$ cat src/rtl/i2s_sample_tx.sv
`timescale 1ns/1ps
// i2s_sample_tx
// Takes one signed mono sample per audio frame from a valid/ready stream and
// sends it to a DAC as I2S, with the same word in both the left and the right
// slot. ready_o acts as the sample-rate strobe for the upstream generator.
//
// Ports
//   clk_i       system clock (the only clock)
//   reset_n_i   asynchronous active-low reset
//   valid_i     sample available
//   data_i      signed sample, width_p bits
//   ready_o     holding register empty (accept on valid_i & ready_o)
//   sclk_o      I2S bit clock, period 2*clk_div_p clk_i cycles
//   lrclk_o     word select, 0 = left, 1 = right
//   sdata_o     serial data, MSB first, changes on sclk_o falling edges
//   underrun_o  one-cycle pulse when a frame starts with no new sample
//
// Build option
//   I2S_SAMPLE_TX_LJ_EN  defined: left-justified output (no one-bit delay).
//                        undefined: standard I2S one-bit delay.
module i2s_sample_tx #(
   parameter int width_p      = 12,
   parameter int slot_width_p = 16,
   parameter int clk_div_p    = 2
) (
   input  logic                      clk_i,
   input  logic                      reset_n_i,
   input  logic                      valid_i,
   input  logic signed [width_p-1:0] data_i,
   output logic                      ready_o,
   output logic                      sclk_o,
   output logic                      lrclk_o,
   output logic                      sdata_o,
   output logic                      underrun_o
);

   localparam int FRAME_BITS = 2 * slot_width_p;
   localparam int BW         = $clog2(FRAME_BITS);
   localparam int PW         = (slot_width_p > 1) ? $clog2(slot_width_p) : 1;
   localparam int DW         = (clk_div_p > 1) ? $clog2(clk_div_p) : 1;
   localparam int PAD        = slot_width_p - width_p;

   localparam logic [BW-1:0] LAST_B   = BW'(FRAME_BITS - 1);
   localparam logic [BW-1:0] SLOT_B   = BW'(slot_width_p);
   localparam logic [PW-1:0] MSB_IDX  = PW'(slot_width_p - 1);
   localparam logic [DW-1:0] LAST_DIV = DW'(clk_div_p - 1);

   typedef enum logic [0:0] {
      ST_IDLE = 1'b0,
      ST_RUN  = 1'b1
   } state_t;

   state_t r_state;
   state_t w_state_nxt;

   logic [DW-1:0]           r_div;
   logic                    r_sclk;
   logic                    r_lrclk;
   logic                    r_sdata;
   logic                    r_underrun;
   logic [BW-1:0]           r_b;
   logic                    r_hold_full;
   logic [slot_width_p-1:0] r_hold;
   logic [slot_width_p-1:0] r_word;

   logic                    w_hs;
   logic                    w_tick;
   logic                    w_entry;
   logic                    w_fall;
   logic [BW-1:0]           w_b_nxt;
   logic [BW-1:0]           w_b_prev;
   logic                    w_fstart;
   logic                    w_xfer;
   logic [slot_width_p-1:0] w_word_nxt;
   logic [slot_width_p-1:0] w_src_word;
   logic                    w_lr_nxt;
   logic                    w_sdata_nxt;
   logic [slot_width_p-1:0] w_cap;

   // Position of frame bit b inside its slot (b mod slot_width_p).
   function automatic logic [PW-1:0] slot_pos(input logic [BW-1:0] b);
      if (b >= SLOT_B) begin
         return PW'(b - SLOT_B);
      end
      return PW'(b);
   endfunction

   // Left-justify the sample: the zero-extended value shifted up drops the
   // extension bits and leaves zero-padded LSBs.
   assign w_cap = slot_width_p'($unsigned(data_i)) << PAD;

   assign ready_o    = reset_n_i & ~r_hold_full;
   assign sclk_o     = r_sclk;
   assign lrclk_o    = r_lrclk;
   assign sdata_o    = r_sdata;
   assign underrun_o = r_underrun;

   always_comb begin
      w_state_nxt = r_state;
      w_hs        = valid_i & ~r_hold_full;
      w_tick      = (r_div == LAST_DIV);
      // Entering RUN behaves like a falling edge that lands on bit 0.
      w_entry     = (r_state == ST_IDLE) & r_hold_full;
      w_fall      = w_entry | ((r_state == ST_RUN) & w_tick & r_sclk);
      w_b_nxt     = (w_entry || (r_b == LAST_B)) ? '0 : r_b + BW'(1);
      w_b_prev    = (w_b_nxt == '0) ? LAST_B : w_b_nxt - BW'(1);
      w_fstart    = w_fall & (w_b_nxt == '0);
      w_xfer      = w_fstart & r_hold_full;
      w_word_nxt  = w_xfer ? r_hold : r_word;
      w_lr_nxt    = (w_b_nxt >= SLOT_B);
`ifdef I2S_SAMPLE_TX_LJ_EN
      w_src_word  = w_word_nxt;
      w_sdata_nxt = w_src_word[MSB_IDX - slot_pos(w_b_nxt)];
`else
      // At bit 0 the delayed bit is the previous frame's right-slot LSB,
      // so it must come from the word that is being replaced.
      w_src_word  = (w_b_nxt == '0) ? r_word : w_word_nxt;
      w_sdata_nxt = w_src_word[MSB_IDX - slot_pos(w_b_prev)];
`endif
      if ((r_state == ST_IDLE) && r_hold_full) begin
         w_state_nxt = ST_RUN;
      end
   end

   // Control and serializer state
   always_ff @(posedge clk_i or negedge reset_n_i) begin
      if (!reset_n_i) begin
         r_state     <= ST_IDLE;
         r_div       <= '0;
         r_sclk      <= 1'b0;
         r_lrclk     <= 1'b0;
         r_sdata     <= 1'b0;
         r_underrun  <= 1'b0;
         r_b         <= '0;
         r_hold_full <= 1'b0;
         r_word      <= '0;
      end else begin
         r_state    <= w_state_nxt;
         r_underrun <= w_fstart & ~r_hold_full;
         if (r_state == ST_RUN) begin
            r_div <= w_tick ? '0 : r_div + DW'(1);
            if (w_tick) begin
               r_sclk <= ~r_sclk;
            end
         end
         if (w_fall) begin
            r_b     <= w_b_nxt;
            r_lrclk <= w_lr_nxt;
            r_sdata <= w_sdata_nxt;
            r_word  <= w_word_nxt;
         end
         // Transfer and capture never coincide: capture needs the flag clear,
         // transfer needs it set.
         if (w_xfer) begin
            r_hold_full <= 1'b0;
         end else if (w_hs) begin
            r_hold_full <= 1'b1;
         end
      end
   end

   // Holding register data
   always_ff @(posedge clk_i) begin
      if (w_hs) begin
         r_hold <= w_cap;
      end
   end

endmodule

$ cat config.mk
export PLATFORM = sky130hd
export DESIGN_NAME = i2s_sample_tx
export DESIGN_NICKNAME = d
export VERILOG_FILES = /design/src/rtl/i2s_sample_tx.sv
export SDC_FILE = /design/constraint.sdc
export NUM_CORES = 1
export LEC_CHECK = 0
export CAP_MARGIN = 20
export CORE_ASPECT_RATIO = 2
export CORE_MARGIN = 5
export CORE_UTILIZATION = 45
export CTS_BUF_LIST = sky130_fd_sc_hd__clkbuf_4 sky130_fd_sc_hd__clkbuf_8
export DETAILED_ROUTE_END_ITERATION = 10
export HOLD_SLACK_MARGIN = 0.02
export MAX_ROUTING_LAYER = met4
export PLACE_DENSITY = 0.62
export SLEW_MARGIN = 20
export SYNTH_ARGS = -nofsm -noshare
export SYNTH_HDL_FRONTEND = slang
export SYNTH_SLANG_ARGS = --single-unit
$ cat constraint.sdc
create_clock -name clk_i -period 9.1 [get_ports clk_i]
set_input_delay 0.91 -clock clk_i [delete_from_list [all_inputs] [get_ports clk_i]]
set_output_delay 0.91 -clock clk_i [all_outputs]
set_load 0.02 [all_outputs]
==> results of run 1 <==
[worst reg2reg max path, cell delays in order, from the launching register on]
cell      delay [ns]
dfrtp_1         0.48
ha_1            0.29
and3_1          0.20
ha_1            0.31
nor3_4          0.38
clkinv_1        0.34
ha_1            0.50
inv_1           0.14
nor2_1          0.16
o21ai_0         0.11
a221o_1         0.37
a32oi_1         0.18
o311ai_1        0.12
[cell usage after synthesis (4+ instances only)]
cell type / number / area, um2
dfrtp_1: 28 / 701
nand2_1: 18 / 67.6
edfxtp_1: 12 / 360
mux2_2: 10 / 113
nor2_1: 10 / 37.5
nor2b_1: 10 / 62.6
o21ai_0: 7 / 35.0
inv_1: 5 / 18.8
a21oi_1: 4 / 20.0
mux2i_1: 4 / 40.0
[metal layers]
metal / share of wire / vias to the layer above / global-route usage
met2: 0.54 / 37 / 0.278
li1: - / 645 / -
met4: 0.057 / 0 / 0.115
met1: 0.37 / 664 / 0.142
met3: 0.034 / 18 / 0.0213
met5: 0 / - / -
[cell families (layout without fill, tap and decap cells)]
| family | Yosys count | in the layout | share of synthesized area |
|---|---|---|---|
| xor gates and xnor gates | 5 | 5 | 0.0227 |
| muxes | 18 | 18 | 0.104 |
| AOI/OAI and AO/OA | 35 | 35 | 0.144 |
| and+or+nand+nor | 50 | 50 | 0.132 |
| adders and majority gates | 3 | 3 | 0.0195 |
| buffers and inverters | 11 | 36 | 0.0279 |
| DFF | 40 | 40 | 0.551 |
[area by class of cell]
| class | count | area share |
|---|---|---|
| Timing Repair Buffer | 22 | 0.0931 |
| Sequential cell | 40 | 0.464 |
| Clock buffer | 5 | 0.0301 |
| Multi-Input combinational cell | 111 | 0.355 |
| Inverter | 6 | 0.00986 |
| Clock inverter | 3 | 0.0186 |
| Tap cell | 52 | 0.0285 |
[registers in the layout, summed over array words and instances, names as in the netlist]
register / cells
lrclk_o: 1
r_b: 5
r_div: 1
r_hold: 12
r_hold_full: 1
r_state: 1
r_word: 16
sclk_o: 1
sdata_o: 1
underrun_o: 1
[through the flow]
step | setup WS, ns | util
after detailed placement | 5.49 | 0.526
after global placement | 5.63 | 0.526
after floorplan | 5.84 | -
after CTS | 5.45 | 0.553
final | 5.39 | 0.553
after global routing | 5.10 | 0.553
[where the power goes]
part,internal (W),switching [W],total [W]
combinational,0.000159,0.000217,0.000375
sequential,0.000237,0.0000376,0.000275
clock,0.0000811,0.0000621,0.000143
[path summary, 6_finish.rpt]
kind | startpoint | slack (ns) | end | cells after the start
min | r_hold[14]$_DFFE_PP_ | 0.46 | r_word[14]$_DFFE_PN0P_ | 2
max in group asynchronous | reset_n_i | 7.82 | r_word[6]$_DFFE_PN0P_ | 2
min reg2reg | r_hold[14]$_DFFE_PP_ | 0.46 | r_word[14]$_DFFE_PN0P_ | 2
min in group asynchronous | reset_n_i | 1.00 | sclk_o$_DFFE_PN0P_ | 2
max reg2reg | r_b[0]$_DFFE_PN0P_ | 5.39 | sdata_o$_DFFE_PN0P_ | 12
max | r_b[0]$_DFFE_PN0P_ | 5.39 | sdata_o$_DFFE_PN0P_ | 12
==> out/metrics.cfg, run 1 <==
[status]
outcome = complete, no violations

[logic_synthesis]
ys_warn_count = 0
synth_area_per_cell_um2 = 11.9
synth_flop_cell = dfrtp_1
syn_nets = 180
synthArstFlopShare = 0.700
ys_seq_area_frac = 0.551
syn_area_mm2 = 0.00193
synth-seq-cells = 40
synthCells = 162
synth_edf_count = 12
yosysUniqueCellTypes = 46

[timing]
drv_slew = 0
max_freq_mhz = 270
finalClockSkew_ns = 0.00504
hold_violations = 0
relSlewSlack = 0.340
timing.final.crit_share = 0.407
rsz0062_at_grt = no
setup_viol = 0
fin_crit_ns = 3.71
finalHoldWorstSlack_ns = 0.460
tns_ns = 0
tightest_slew_ns = 0.988

[floorplanning]
dieArea_mm2 = 0.00577
initial_core_util = 0.467
die-height_um = 103
rows = 33
coreArea_mm2 = 0.00413
die-width_um = 56.3
io_pins = 20

[final_layout]
finalNetCount = 204
syn_to_final_growth_pct = 18.6
seqCellArea_mm2 = 0.00106
diodes = 0
fillers = 368
fin_area_mm2 = 0.00228
layout-drive-gt1-share = 0.144
multi_input_area_um2 = 812
mostFrequentLayoutCell = dfrtp_1
final_cell_mix = dfrtp_1, clkdlybuf4s50_1, nand2_1
layout.cells.non_filler = 239

[global_routing]
grt_usage = 0.153
globalRoute.totalOverflow = 0
grt_max_degree = 30
grt_pass1_vias = 1478
antenna_found_initial = 0
grt_pass1_wl_um = 6540

[cts]
numCtsBuffers = 5
cts.path.max_buffers = 2
tritoncts = yes
postCtsSetupBuffers = 0
clkTransAtPathRegs_ns = 0.08
ctsResizeCount = 0
clkSinkCount = 40
cts.root.buffer_cell = clkbuf_8
clk_latency_ns = 0.29
postCtsHoldBufs = 0
htreeDepth = 2

[setup_path]
cp.required_ns = 9.26
startpoint_type = register
crit_family = adder cells
worstSetupPathType = register to register
path_cells = ha_1, and3_1, ha_1, nor3_4, clkinv_1, ha_1, inv_1, nor2_1, o21ai_0, a221o_1, a32oi_1, o311ai_1
slowest_stage = ha_1
crit_fanout = 10
worst-path-buf-inv = 2
crit_path_frequent_cell = ha_1
critPathMaxStageDelay_ns = 0.50
cp-end-kind = register
crit_arrival_ns = 3.87

[drt]
num_vias = 1364
drt_iter0_drc = 14
ant_nets = 0
wl_per_cell_um = 16.3
drc = 0
firstDrtPassIters = 4
wl_um = 3890
viasPerCell = 5.71

[power_and_ir_drop]
power_w = 0.000793
leakage_nw = 0.921
ir_worst_vdd_mv = 0.195
power_per_cell_area_mw_per_mm2 = 347

[placed_design]
dpl_cell_area_mm2 = 0.00217
numPortBuffers = 19
dpl.hpwl_um = 2950
gp_congestion = 0.971
dpl.cell_count = 231

[hold_path]
hold_class = register to register

[flow_run]
max_cap_violations = 0

No activity file was read; power rests on OpenSTA's default activity.
==> inputs of run 2 (changes only) <==
- clock period: 9.1 -> 3.49 ns (I/O delays scaled with it)
==> run 2 against run 1 <==
Highest routed layer unchanged. Via count increased by 2.4%. Sequential share of layout area decreased by 0.80 points. Routed wire length increased by 3.7%. Clock power increased to 2.5 times the previous value. Critical path depth unchanged. Setup slack got worse by 5.1 ns. Global-route usage increased by 0.48 points. Largest cell class unchanged.
==> out/metrics.cfg, run 2 (same netlist as run 1, synthesis figures left out) <==
[status]
outcome = complete, no violations

[setup_path]
worstSetupPathType = register to register
crit_arrival_ns = 3.36  ; -0.51 ns
cp-end-kind = register
startpoint_type = register
reg2reg_depth = 12  ; unchanged
r2r_end = sdata_o$_DFFE_PN0P_
cp.required_ns = 3.68  ; -5.58 ns
ff2ff_setup_slack_ns = 0.32  ; -5.07 ns
crit_fanout = 23  ; +13
rr_startpoint = r_b[0]$_DFFE_PN0P_

[final_layout]
top_regs = r_word (16), r_hold (12), r_b (5)
finalNetCount = 208  ; +2.0%
fin_util = 0.563  ; +0.00970
regMostFlops = r_word
final_cell_mix = dfrtp_1, clkdlybuf4s50_1, nand2_1
diodes = 0  ; unchanged
mostFrequentLayoutCell = dfrtp_1
syn_to_final_growth_pct = 20.6
layout-drive-gt1-share = 0.157  ; +0.0127
largest_register_ff_count = 16  ; unchanged

[floorplanning]
io_pins = 20  ; unchanged
dieArea_mm2 = 0.00577  ; unchanged
die-width_um = 56.3  ; unchanged
coreArea_mm2 = 0.00413  ; unchanged
die-height_um = 103  ; unchanged
rows = 33  ; unchanged
initial_core_util = 0.467  ; unchanged

[cts]
postCtsSetupBuffers = 0  ; unchanged
cts.root.buffer_cell = clkbuf_8
cts.path.max_buffers = 2  ; unchanged
tritoncts = yes
clkTransAtPathRegs_ns = 0.07  ; about the same
numCtsBuffers = 5  ; unchanged
htreeDepth = 2  ; unchanged
clk_latency_ns = 0.29  ; about the same
clkSinkCount = 40  ; unchanged

[drt]
firstDrtPassIters = 4  ; unchanged
wl_per_cell_um = 16.6  ; +2.0%
viasPerCell = 5.75  ; +0.73%
drc = 0  ; unchanged
drt_iter0_drc = 64  ; +50
wl_um = 4040  ; +3.7%
ant_nets = 0  ; unchanged
num_vias = 1397  ; +2.4%

[hold_path]
hold_path_depth = 2  ; unchanged
hp-start = r_hold[14]$_DFFE_PP_
worstHoldEndpoint = r_word[14]$_DFFE_PN0P_
hold_class = register to register

[timing]
rsz0062_at_grt = no
fin_crit_ns = 3.17  ; -0.538 ns
max_freq_mhz = 316  ; +17%
post-route-worst-setup-slack_ns = 0.323  ; -5.07 ns
finalClockSkew_ns = 0.00276  ; -0.00227 ns
hold_violations = 0  ; unchanged
tns_ns = 0  ; unchanged
drv_slew = 0  ; unchanged
setup_viol = 0  ; unchanged
relSlewSlack = 0.339  ; -0.000970
timing.final.crit_share = 0.908  ; +0.500
tightest_slew_ns = 0.990  ; +0.00145 ns

[power_and_ir_drop]
power_w = 0.00213  ; +170%
leakage_nw = 0.940  ; +2.0%
ir_worst_vdd_mv = 0.406  ; +110%
power_per_cell_area_mw_per_mm2 = 914  ; +160%

[global_routing]
globalRoute.totalOverflow = 0  ; unchanged
antenna_found_initial = 0  ; unchanged
grt_max_degree = 29  ; -3.3%
grt_usage = 0.157  ; +0.00477
grt_pass1_vias = 1483  ; +0.34%
grt_pass1_wl_um = 6690  ; +2.3%

[flow_run]
max_cap_violations = 0  ; unchanged

[placed_design]
dp_slack_ns = 0.205  ; -5.28 ns
gp_congestion = 0.858  ; -12%
dpl.hpwl_um = 3060  ; +3.8%
numPortBuffers = 19  ; unchanged

[run 2: routing by layer]
| metal | vias up | GRT usage | routed length [um] |
|---|---|---|---|
| met4 | 0 | 0.119 | 224 |
| li1 | 658 | - | - |
| met2 | 40 | 0.292 | 2190 |
| met3 | 18 | 0.0263 | 145 |
| met1 | 681 | 0.138 | 1480 |
| met5 | - | - | 0 |
[run 2: what timing repair did]
item | CTS | global route
resized for setup | 0 | 1
hold endpoints to repair | 0 | 0
endpoints found under the setup margin | 0 | 1
hold buffers | 0 | 0
[run 2: how the worst max path moves through the flow]
stage	from	endpoint	slack [ns]	depth (start not counted)
final	r_b[0]$_DFFE_PN0P_	sdata_o$_DFFE_PN0P_	0.32	12
after global routing	r_b[0]$_DFFE_PN0P_	sdata_o$_DFFE_PN0P_	0.10	12
after CTS	r_b[0]$_DFFE_PN0P_	sdata_o$_DFFE_PN0P_	0.18	12
after detailed placement	r_b[0]$_DFFE_PN0P_	sdata_o$_DFFE_PN0P_	0.21	12
after global placement	r_b[0]$_DFFE_PN0P_	sdata_o$_DFFE_PN0P_	0.36	12
after floorplan	r_b[0]$_DFFE_PN0P_	sdata_o$_DFFE_PN0P_	0.23	13
[run 2: cell type report]
type / instances / area [um2]
fillers: 365 / 1800
flip-flops and latches: 40 / 1060
multi-input cells: 111 / 815
repair buffers: 26 / 255
clock buffers: 5 / 68.8
well taps: 52 / 65.1
clock inverters: 3 / 37.5
inverters: 6 / 22.5
[run 2: report_power, final]
part | internal, W | leakage (nW) | switching [W] | total (W)
Clock | 0.000208 | 0.0532 | 0.000151 | 0.000359
Sequential | 0.000618 | 0.457 | 0.0000979 | 0.000716
Combinational | 0.000452 | 0.429 | 0.000598 | 0.00105
[run 2: worst max-delay path, stage by stage (launching register included)]
cell and delay, ns:
dfrtp_1 0.50, ha_1 0.27, and3_1 0.18, ha_2 0.30, nor2_1 0.12, nand2_1 0.10, ha_1 0.25, o31ai_2 0.17
a2111oi_4 0.40, buf_12 0.21, mux2i_1 0.20, o32ai_1 0.10, o311ai_1 0.26
[run 2: metrics by stage]
step / hold WS, ns / instance area, um2 / cells
final: 0.463 / 2320 / 243
after global routing: 0.497 / 2320 / 243
after detailed placement: 0.449 / 2220 / 235
after CTS: 0.472 / 2320 / 243
after global placement: 0.451 / 2220 / 235
after floorplan: 0.0534 / 1930 / 162
